## config.mk

```make
export PLATFORM = sky130hd
export DESIGN_NAME = matrix_mul_seq_flat
export DESIGN_NICKNAME = d
export VERILOG_FILES = /design/src/rtl/matrix_mul_seq_if.sv /design/src/rtl/matrix_mul_seq.sv /design/src/flat_wrapper.sv
export SDC_FILE = /design/constraint.sdc
export NUM_CORES = 1
export LEC_CHECK = 0
export CORE_ASPECT_RATIO = 1.25
export CORE_UTILIZATION = 50
export CTS_CLUSTER_DIAMETER = 150
export DETAILED_ROUTE_END_ITERATION = 7
export PLACE_DENSITY = 0.75
export SLEW_MARGIN = 40
export SYNTH_ARGS = -nofsm -noshare
export SYNTH_HDL_FRONTEND = slang
export SYNTH_SLANG_ARGS = --single-unit
```

## constraint.sdc

```tcl
create_clock -name clk -period 7.85 [get_ports clk]
set_input_delay 1.1775 -clock clk [delete_from_list [all_inputs] [get_ports clk]]
set_output_delay 1.1775 -clock clk [all_outputs]
set_load 0.005 [all_outputs]
```

## src/rtl/matrix_mul_seq_if.sv

```systemverilog
// Operand/result handshake bundle for matrix_mul_seq.
// The master side issues operands and consumes results; the slave is the multiplier.
interface matrix_mul_seq_if #(
  parameter int unsigned N      = 2,
  parameter int unsigned DATA_W = 8,
  parameter int unsigned OUT_W  = 16
);
  logic                    in_valid;
  logic                    in_ready;
  logic [N*N*DATA_W-1:0]   a_flat;
  logic [N*N*DATA_W-1:0]   b_flat;
  logic                    out_valid;
  logic                    out_ready;
  logic [N*N*OUT_W-1:0]    c_flat;
  logic                    busy;

  modport master (
    output in_valid, a_flat, b_flat, out_ready,
    input  in_ready, out_valid, c_flat, busy
  );

  modport slave (
    input  in_valid, a_flat, b_flat, out_ready,
    output in_ready, out_valid, c_flat, busy
  );
endinterface

```

## src/rtl/matrix_mul_seq.sv

```systemverilog
// Sequential signed N x N matrix multiplier using one multiply-accumulate per cycle.
// Define MATMUL_SATURATE_EN to clamp results to OUT_W; otherwise they wrap.
module matrix_mul_seq #(
  parameter int unsigned N      = 2,
  parameter int unsigned DATA_W = 8,
  parameter int unsigned OUT_W  = 16
) (
  input logic             clk,
  input logic             rst_n,
  matrix_mul_seq_if.slave bus
);
  localparam int unsigned ACC_W = 2 * DATA_W + $clog2(N);
  localparam int unsigned CNT_W = $clog2(N);
  localparam int unsigned NN    = N * N;

  typedef enum logic [1:0] {StIdle, StCalc, StDone} state_e;

  state_e                    state_q;
  logic signed [DATA_W-1:0]  a_q [N][N];
  logic signed [DATA_W-1:0]  b_q [N][N];
  logic signed [OUT_W-1:0]   c_q [N][N];
  logic [CNT_W-1:0]          i_q, j_q, k_q;
  logic signed [ACC_W-1:0]   acc_q;
  logic                      in_ready_q, out_valid_q, busy_q;

  logic signed [DATA_W-1:0]  a_in [N][N];
  logic signed [DATA_W-1:0]  b_in [N][N];
  logic [NN*OUT_W-1:0]       c_flat_w;
  logic signed [2*DATA_W-1:0] prod;
  logic signed [ACC_W-1:0]   acc_sum;
  logic signed [OUT_W-1:0]   conv_val;
  logic                      k_last, j_last, i_last;

  // Slice 0 of each flat bus is the most-significant field.
  for (genvar gr = 0; gr < N; gr++) begin : g_row
    for (genvar gc = 0; gc < N; gc++) begin : g_col
      localparam int unsigned Idx = NN - 1 - (gr * N + gc);
      assign a_in[gr][gc] = bus.a_flat[Idx*DATA_W +: DATA_W];
      assign b_in[gr][gc] = bus.b_flat[Idx*DATA_W +: DATA_W];
      assign c_flat_w[Idx*OUT_W +: OUT_W] = c_q[gr][gc];
    end
  end

  assign prod    = a_q[i_q][k_q] * b_q[k_q][j_q];
  assign acc_sum = acc_q + ACC_W'(prod);
  assign k_last  = (k_q == CNT_W'(N - 1));
  assign j_last  = (j_q == CNT_W'(N - 1));
  assign i_last  = (i_q == CNT_W'(N - 1));

  if (OUT_W >= ACC_W) begin : g_conv_ext
    assign conv_val = OUT_W'(acc_sum);
  end else begin : g_conv_narrow
`ifdef MATMUL_SATURATE_EN
    localparam logic signed [ACC_W-1:0] SatMax = {{(ACC_W-OUT_W+1){1'b0}}, {(OUT_W-1){1'b1}}};
    localparam logic signed [ACC_W-1:0] SatMin = ~SatMax;
    always_comb begin
      conv_val = OUT_W'(acc_sum);
      if (acc_sum > SatMax) begin
        conv_val = OUT_W'(SatMax);
      end else if (acc_sum < SatMin) begin
        conv_val = OUT_W'(SatMin);
      end
    end
`else
    assign conv_val = OUT_W'(acc_sum);
`endif
  end

  always_ff @(posedge clk or negedge rst_n) begin
    if (!rst_n) begin
      state_q     <= StIdle;
      a_q         <= '{default: '0};
      b_q         <= '{default: '0};
      c_q         <= '{default: '0};
      i_q         <= '0;
      j_q         <= '0;
      k_q         <= '0;
      acc_q       <= '0;
      in_ready_q  <= 1'b1;
      out_valid_q <= 1'b0;
      busy_q      <= 1'b0;
    end else begin
      unique case (state_q)
        StIdle: begin
          if (bus.in_valid) begin
            a_q        <= a_in;
            b_q        <= b_in;
            i_q        <= '0;
            j_q        <= '0;
            k_q        <= '0;
            acc_q      <= '0;
            state_q    <= StCalc;
            in_ready_q <= 1'b0;
            busy_q     <= 1'b1;
          end
        end
        StCalc: begin
          if (k_last) begin
            c_q[i_q][j_q] <= conv_val;
            acc_q         <= '0;
            k_q           <= '0;
            if (j_last) begin
              j_q <= '0;
              if (i_last) begin
                state_q     <= StDone;
                out_valid_q <= 1'b1;
              end else begin
                i_q <= i_q + 1'b1;
              end
            end else begin
              j_q <= j_q + 1'b1;
            end
          end else begin
            acc_q <= acc_sum;
            k_q   <= k_q + 1'b1;
          end
        end
        StDone: begin
          if (bus.out_ready) begin
            state_q     <= StIdle;
            out_valid_q <= 1'b0;
            in_ready_q  <= 1'b1;
            busy_q      <= 1'b0;
          end
        end
        default: state_q <= StIdle;
      endcase
    end
  end

  assign bus.in_ready  = in_ready_q;
  assign bus.out_valid = out_valid_q;
  assign bus.busy      = busy_q;
  assign bus.c_flat    = c_flat_w;
endmodule

```

## src/flat_wrapper.sv

```systemverilog
// flat-port wrapper written by rule: the top's interface ports become plain ports
module matrix_mul_seq_flat 
#(
  parameter int unsigned N      = 2,
  parameter int unsigned DATA_W = 8,
  parameter int unsigned OUT_W  = 16
)
  (clk, rst_n, bus_in_valid, bus_a_flat, bus_b_flat, bus_out_ready, bus_in_ready, bus_out_valid, bus_c_flat, bus_busy);
  matrix_mul_seq_if #(.N(N), .DATA_W(DATA_W), .OUT_W(OUT_W)) bus_i ();
  input logic clk;
  input logic rst_n;
  input wire logic [$bits(bus_i.in_valid)-1:0] bus_in_valid;
  input wire logic [$bits(bus_i.a_flat)-1:0] bus_a_flat;
  input wire logic [$bits(bus_i.b_flat)-1:0] bus_b_flat;
  input wire logic [$bits(bus_i.out_ready)-1:0] bus_out_ready;
  output wire logic [$bits(bus_i.in_ready)-1:0] bus_in_ready;
  output wire logic [$bits(bus_i.out_valid)-1:0] bus_out_valid;
  output wire logic [$bits(bus_i.c_flat)-1:0] bus_c_flat;
  output wire logic [$bits(bus_i.busy)-1:0] bus_busy;
  assign bus_i.in_valid = bus_in_valid;
  assign bus_i.a_flat = bus_a_flat;
  assign bus_i.b_flat = bus_b_flat;
  assign bus_i.out_ready = bus_out_ready;
  assign bus_in_ready = bus_i.in_ready;
  assign bus_out_valid = bus_i.out_valid;
  assign bus_c_flat = bus_i.c_flat;
  assign bus_busy = bus_i.busy;
  matrix_mul_seq #(.N(N), .DATA_W(DATA_W), .OUT_W(OUT_W)) u_core (.clk(clk), .rst_n(rst_n), .bus(bus_i));
endmodule
```

==> metrics.csv, run 1 <==
metric,value,unit
final_core_util,63.2,%
slew_headroom,45.8,%
ant_nets,0,
wl_per_cell,17.2,um
syn_to_final_growth,23.8,%
hold_class,reg2reg,
clock-sinks,152,
finalSetupTns,0,ps
overflow,0,
clk_latency,430,ps
antennaDiodeCount,0,
grt_pass1_vias,6301,
skew,10.8,ps
viasPerCell,5.25,
path_clk_slew,60,ps
cts_buffers,17,
die_y,151,um
dpl.hpwl,14.5,mm
placementRows,54,
grt_pass1_wl,32.1,mm
ys_seq_area_share,42.8,%
cts_max_path_buffers,2,
synth.distinct_cells,40,
mostFrequentLayoutCell,dfrtp_1,
drt_wl_total,19.2,mm
drt-initial-drc-count,346,
finalSetupViolations,0,
syn-cell-area,8900,sq um
nFillCells,1396,
finalCritPeriodShare,77.5,%
h-tree-depth,4,
antenna_found_initial,0,
place.gp.congestion,0.806,
r2r_slack,1770,ps
final_hold_viol_count,0,
worstSetupPathType,reg2reg,
cts_resized,0,
synth_nets,921,
coreArea,17400,sq um
grtUsageTotal,23.1,%
min_period,6080,ps
worst_pin_slew,813,ps
die-area,18300,sq um
crit_path_start_kind,flip-flop,
layout-drive-gt1-share,16.4,%
cp.arrival,6360,ps
syn_inst,745,
hold_buffers,0,
max_cap_violations,0,
ys_ff_latch,152,
postCtsSetupBuffers,0,
rsz0062_at_grt,false,
vias,5845,
synth.avg_cell_area,11.9,sq um
chipWidth,121,um
grt_max_degree,78,
route.detailed.drc,0,
cts_tree,yes,
layout_common_cells,"149 x dfrtp_1, 133 x clkdlybuf4s50_1, 116 x nand2_1",
first_pass_iters,7,
cp.required,8130,ps
path_max_fanout,16,
start_util,51.1,%
ioPinCount,135,
cp-end-kind,flip-flop,
status,completed,
fmax,0.164,GHz
drv_slew,0,
layout.nets,1052,
ys.warnings.count,0,
cts_root_buffer,clkbuf_16,
numPortBuffers,134,
-- synthesized netlist by cell type --
master | number | area [sq um]
a2111o_1 | 1 | 11.3
a21boi_0 | 1 | 7.51
a21o_1 | 2 | 15.0
a21oi_1 | 7 | 35.0
a22o_1 | 10 | 87.6
a41oi_1 | 1 | 8.76
and2_1 | 32 | 200
buf_2 | 14 | 70.1
buf_4 | 3 | 22.5
buf_6 | 1 | 11.3
clkbuf_1 | 8 | 30.0
dfrtp_1 | 151 | 3780
dfstp_2 | 1 | 26.3
fa_1 | 71 | 1420
ha_1 | 37 | 463
inv_1 | 74 | 278
mux2_1 | 4 | 45.0
mux2_2 | 80 | 901
mux2i_1 | 3 | 30.0
mux4_2 | 15 | 338
nand2_1 | 117 | 439
nand2b_1 | 5 | 31.3
nand3_1 | 3 | 15.0
nand4_1 | 1 | 6.26
nor2_1 | 19 | 71.3
nor2_4 | 1 | 11.3
nor2b_1 | 6 | 37.5
nor3_1 | 1 | 5.00
nor3_2 | 1 | 10.0
o21a_1 | 2 | 15.0
o21a_2 | 1 | 8.76
o21ai_0 | 40 | 200
o21ai_1 | 2 | 10.0
o21ai_2 | 2 | 17.5
o21bai_1 | 3 | 22.5
o221ai_2 | 1 | 15.0
o31ai_1 | 1 | 7.51
or2_2 | 2 | 12.5
xnor2_1 | 18 | 158
xor2_1 | 3 | 26.3
-- worst paths after layout --
path | start | endpoint | cells after the start
worst max register to register | u_core.j_last$_DFFE_PN0P_ | u_core.bus.c_flat[30]$_DFFE_PN0P_ | 16
max in group asynchronous | rst_n | u_core.b_q[9]$_DFFE_PN0P_ | 2
worst min-delay path | u_core.bus.c_flat[35]$_DFFE_PN0P_ | u_core.bus.c_flat[35]$_DFFE_PN0P_ | 2
worst max-delay path | u_core.j_last$_DFFE_PN0P_ | u_core.bus.c_flat[30]$_DFFE_PN0P_ | 16
worst min register to register | u_core.bus.c_flat[35]$_DFFE_PN0P_ | u_core.bus.c_flat[35]$_DFFE_PN0P_ | 2
min in group asynchronous | rst_n | u_core.bus.c_flat[5]$_DFFE_PN0P_ | 1
-- critical path, stage by stage (launching register included) --
cell     delay [ps]
dfrtp_1         790
mux4_2          430
and2_1          530
inv_1           130
fa_1            520
inv_1            60
fa_1            540
fa_1            450
fa_1            520
fa_1            490
ha_1            320
o21ai_1          90
a21oi_1         140
nor2_1           90
o21ai_2         200
mux2i_1         450
o21ai_0         180
-- kinds of logic after synthesis --
family	synth area share, %
compound gates	5.19
fa+ha+maj	21.2
mux	14.8
xor+xnor	2.07
flops	42.8
buf+inv	4.63
simple gates	9.43
-- final cells by class --
class	count	area (sq um)	area share [%]
multi-input cells	493	4700	42.6
flip-flops and latches	152	3810	34.5
repair buffers	138	1380	12.5
clock buffers	17	425	3.86
well taps	224	280	2.54
inverters	74	278	2.52
clock inverters	15	158	1.43
-- routing by layer --
metal	routed length (um)	vias up	part of all wire, %	track usage, %
li1	-	2701	-	-
met1	7590	2981	40	28.4
met2	10700	139	56	41.8
met3	603	24	3.1	3.31
met4	338	0	1.8	7.59
met5	0	-	0	0
-- metrics by stage --
step	setup slack [ps]	hold slack, ps	cell area, sq um	instances
after global routing	1310	492	11000	1113
after CTS	1520	477	11000	1113
final	1770	476	11000	1113
after global placement	1750	458	10400	1081
after floorplan	2510	450	8900	745
after detailed placement	1580	462	10400	1081
-- registers in the layout (all words and copies together), names as in the netlist --
register and count:
u_core.bus.c_flat 64, u_core.j_last 1, u_core.k_last 1, u_core.i_last 1
u_core.bus.out_valid 1, u_core.a_q 32, u_core.bus.busy 1, u_core.acc_q 16
u_core.state_q 2, u_core.bus.in_ready 1, u_core.b_q 32
Power of run 1 is not shown: default switching activity piles up to over one toggle a cycle in this logic, so the estimate is an artifact.
==> run 2, diff against run 1 <==
==> constraint.sdc (replaced) <==
create_clock -name clk -period 5.63 [get_ports clk]
set_input_delay 0.8445 -clock clk [delete_from_list [all_inputs] [get_ports clk]]
set_output_delay 0.8445 -clock clk [all_outputs]
set_load 0.005 [all_outputs]
==> metrics.csv, run 2 (same netlist as run 1, synthesis figures left out) <==
metric,value,unit
path_clk_slew,70,ps
finalSetupViolations,0,
status,completed,
layout_setup_ws,209,ps
register_area,3810,sq um
whs,451,ps
largest_reg_flops,64,
ant_nets,0,
coreArea,17400,sq um
layout-drive-gt1-share,19.5,%
multi_input_area,4770,sq um
min_period,5420,ps
dpl.hpwl,15.0,mm
place.gp.congestion,0.869,
syn_to_final_growth,28.0,%
layout.nets,1080,
die-area,18300,sq um
final_hold_viol_count,0,
route.detailed.drc,0,
numPortBuffers,134,
cp.required,5980,ps
vias,6013,
reg2regPathDepth,15,
wl_per_cell,17.4,um
skew,11.0,ps
layout_common_cells,"149 x dfrtp_1, 133 x clkdlybuf4s50_1, 116 x nand2_1",
r2r_end,u_core.acc_q[15]$_DFFE_PN0P_,
grt_pass1_vias,6398,
cp.arrival,5770,ps
start_util,51.1,%
worst_pin_slew,757,ps
overflow,0,
worstSetupPathType,reg2reg,
cts_tree,yes,
nFillCells,1321,
drt-initial-drc-count,357,
stdcell_area,11400,sq um
slew_headroom,49.3,%
crit_path_start_kind,flip-flop,
stdcell_count,1141,
pre_cts_ws,10.8,ps
first_pass_iters,6,
critPathLaunch,u_core.i_last$_DFFE_PN0P_,
dpl_cell_area,10600,sq um
grtUsageTotal,23.7,%
grt_max_degree,90,
die_y,151,um
drv_slew,0,
cts_root_buffer,clkbuf_16,
clock-sinks,152,
r2r_slack,210,ps
cts_buffers,17,
antenna_found_initial,0,
ioPinCount,135,
h-tree-depth,4,
antennaDiodeCount,0,
chipWidth,121,um
finalCritPeriodShare,96.3,%
cp-endpoint,u_core.acc_q[15]$_DFFE_PN0P_,
drt_wl_total,19.9,mm
cts_max_path_buffers,2,
r2r_start,u_core.i_last$_DFFE_PN0P_,
path_max_fanout,5,
clk_latency,440,ps
hold_buffers,0,
fmax,0.184,GHz
viasPerCell,5.27,
dp.cells,1097,
grt_pass1_wl,32.8,mm
hold_class,in2async,
max_cap_violations,0,
cp-end-kind,flip-flop,
mostFrequentLayoutCell,dfrtp_1,
placementRows,54,
[run 2: through the flow]
step                util [%]  setup TNS [ps]
finish                  65.4               0
global route            65.4           -24.7
global placement        60.4               0
floorplan                  -               0
CTS                     64.2               0
detailed placement      60.7               0
[run 2: final cells by class]
cell class,instances,area share (%)
multi-input cells,493,41.9
clock buffers,19,3.80
repair buffers,166,14.6
well taps,224,2.46
inverters,74,2.44
flip-flops and latches,152,33.4
clock inverters,13,1.41
[run 2: metal layers]
layer  wire [um]  track usage [%]  vias to the layer above
li1            -                -                     2760
met2       10800             42.0                      137
met4         532             8.40                        0
met3         556             4.22                       36
met1        8020             29.0                     3080
met5           0                0                        -
[run 2: worst max-delay path, stage by stage, from the launching register on]
cell	delay (ps)
dfrtp_2	420
mux4_2	520
or2_2	320
fa_1	510
fa_1	560
inv_1	60
fa_1	520
fa_1	520
fa_1	540
ha_4	200
a2111o_1	380
o221ai_4	190
o21ai_0	130
xnor2_1	140
buf_4	160
o21ai_0	160
[run 2: how the worst min path moves through the flow]
stage                                      start                                end  slack, ps  depth (start not counted)
3_3_place_gp   u_core.bus.c_flat[35]$_DFFE_PN0P_  u_core.bus.c_flat[35]$_DFFE_PN0P_        460                          2
4_1_cts         u_core.bus.c_flat[7]$_DFFE_PN0P_   u_core.bus.c_flat[7]$_DFFE_PN0P_        480                          2
2_1_floorplan        u_core.acc_q[5]$_DFFE_PN0P_        u_core.acc_q[5]$_DFFE_PN0P_        450                          2
5_1_grt                                    rst_n  u_core.bus.c_flat[60]$_DFFE_PN0P_        510                          1
6_report                                   rst_n  u_core.bus.c_flat[60]$_DFFE_PN0P_        450                          1
3_5_place_dp    u_core.bus.c_flat[7]$_DFFE_PN0P_   u_core.bus.c_flat[7]$_DFFE_PN0P_        460                          2
[run 2: what timing repair did]
action / 4_1_cts / 5_1_grt
cloned: 0 / 2
endpoints found under the setup margin: 5 / 30
resized for setup: 0 / 17
setup buffers: 1 / 9
pin swaps: 1 / 4
Power of run 2 is left out for the same reason.
==> run 3, diff against run 2 <==
==> constraint.sdc (replaced) <==
create_clock -name clk -period 6.1 [get_ports clk]
set_input_delay 0.915 -clock clk [delete_from_list [all_inputs] [get_ports clk]]
set_output_delay 0.915 -clock clk [all_outputs]
set_load 0.005 [all_outputs]
==> metrics.csv, run 3 (same netlist as run 1, synthesis figures left out) <==
metric,value,unit
crit_path_top_delay_cell,mux4_2,
postCtsSetupBuffers,0,
grt_pass1_vias,6283,
route.detailed.drc,0,
rsz0062_at_grt,false,
r2r_start,u_core.k_last$_DFFE_PN0P_,
min_period,5670,ps
critPathLaunch,u_core.k_last$_DFFE_PN0P_,
clock-sinks,152,
cts_tree,yes,
dpl.hpwl,14.5,mm
h-tree-depth,4,
final_hold_viol_count,0,
path_clk_slew,60,ps
die-area,18300,sq um
crit_path_start_kind,flip-flop,
skew,10.0,ps
fmax,0.176,GHz
layout.nets,1058,
overflow,0,
ant_nets,0,
wl_per_cell,17.2,um
finalSetupTns,0,ps
status,completed,
cts_max_path_buffers,2,
viasPerCell,5.24,
drt_wl_total,19.3,mm
mostFrequentLayoutCell,dfrtp_1,
syn_to_final_growth,25.1,%
cp.required,6390,ps
cp.arrival,5960,ps
cts_buffers,17,
path_buf_inv,3,
cts_root_buffer,clkbuf_16,
max_cap_violations,0,
start_util,51.1,%
grt_pass1_wl,31.7,mm
layout_setup_ws,426,ps
finalCritPeriodShare,93.0,%
stdcell_count,1119,
crit_cells,17,
critPathTopFamily,adder cells,
drt-initial-drc-count,269,
dp.cells,1086,
pre_cts_ws,257,ps
clk_latency,430,ps
placementRows,54,
crit_top_cell,fa_1,
slew_headroom,47.7,%
r2r_end,u_core.bus.c_flat[15]$_DFFE_PN0P_,
reg2regPathDepth,17,
cp-end-kind,flip-flop,
grtUsageTotal,23.1,%
layout-drive-gt1-share,17.0,%
ioPinCount,135,
worstSetupPathType,reg2reg,
hold_buffers,0,
finalSetupViolations,0,
nFillCells,1327,
worst_pin_slew,782,ps
vias,5864,
r2r_slack,430,ps
largest_reg_flops,64,
numPortBuffers,134,
cp-endpoint,u_core.bus.c_flat[15]$_DFFE_PN0P_,
grt_max_degree,93,
antenna_found_initial,0,
place.gp.congestion,0.837,
coreArea,17400,sq um
critical-path-max-stage-delay,620,ps
chipWidth,121,um
path_max_fanout,8,
whs,475,ps
cp_cell_sequence,buf_4 > mux4_2 > and2_1 > fa_1 > inv_1 > fa_1 > inv_1 > fa_1 > fa_1 > ha_1 > ha_1 > a21o_1 > a21o_1 > a21oi_1 > o21ai_0 > xnor2_1 > o21ai_0,
die_y,151,um
hold_class,reg2reg,
layout_common_cells,"150 x dfrtp_1, 133 x clkdlybuf4s50_1, 116 x nand2_1",
first_pass_iters,7,
drv_slew,0,
antennaDiodeCount,0,
-- run 3: cell types whose count changed in the layout (fill, tap and decap cells not counted), moves of 2 or more --
cell,previous run,this run
o21ai_0,37,40
inv_8,3,1
o21ai_1,5,2
ha_1,35,37
buf_4,26,8
clkinvlp_4,3,0
clkinv_4,1,3
clkbuf_1,2,0
clkbuf_8,1,5
clkbuf_16,19,17
-- run 3: per-layer routing --
metal  vias to the layer above  GRT usage [%]  share of wire [%]  routed length (um)
li1                       2712              -                  -                   -
met1                      3008           27.8                 40                7650
met2                       117           41.2                 56               10800
met3                        27           3.77                2.3                 439
met4                         0           8.83                2.2                 427
met5                         -              0                  0                   0
-- run 3: final cells by class --
class	instances	area (sq um)	share of cell area, %
timing repair buffer	144	1430	12.9
inverter	74	278	2.50
tap	224	280	2.52
sequential	152	3810	34.2
clock inverter	11	159	1.43
clock buffer	21	480	4.32
multi-input combinational	493	4700	42.2
-- run 3: metrics by stage --
| stage | utilization, % | area [sq um] |
|---|---|---|
| after floorplan | - | 8900 |
| after global placement | 60.0 | 10500 |
| after detailed placement | 60.0 | 10500 |
| after CTS | 63.7 | 11100 |
| after global routing | 63.9 | 11100 |
| final | 63.9 | 11100 |
-- run 3: worst min-delay path by stage --
| stage | from | end | slack (ps) | depth (start not counted) |
|---|---|---|---|---|
| 2_1_floorplan | u_core.acc_q[5]$_DFFE_PN0P_ | u_core.acc_q[5]$_DFFE_PN0P_ | 450 | 2 |
| 3_3_place_gp | u_core.bus.c_flat[34]$_DFFE_PN0P_ | u_core.bus.c_flat[34]$_DFFE_PN0P_ | 460 | 2 |
| 3_5_place_dp | u_core.bus.c_flat[42]$_DFFE_PN0P_ | u_core.bus.c_flat[42]$_DFFE_PN0P_ | 460 | 2 |
| 4_1_cts | u_core.bus.c_flat[42]$_DFFE_PN0P_ | u_core.bus.c_flat[42]$_DFFE_PN0P_ | 480 | 2 |
| 5_1_grt | u_core.bus.c_flat[8]$_DFFE_PN0P_ | u_core.bus.c_flat[8]$_DFFE_PN0P_ | 510 | 2 |
| 6_report | u_core.bus.c_flat[1]$_DFFE_PN0P_ | u_core.bus.c_flat[1]$_DFFE_PN0P_ | 480 | 2 |
-- run 3: timing repair --
item | in CTS | in global routing
resized for setup | 0 | 2
setup endpoints to repair | 0 | 24
endpoints found under the hold margin | 0 | 0
-- run 3: worst register-to-register path, delay by kind of cell (launching register included) --
kind	cells	cell delay [ps]
AND/OR/NAND/NOR	1	330
multiplexers	1	620
buffers and inverters	3	340
adder cells (fa/ha/maj)	6	2680
AO/OA/AOI/OAI	5	780
flip-flops	1	440
XOR/XNOR	1	340
Power of run 3 is left out for the same reason.
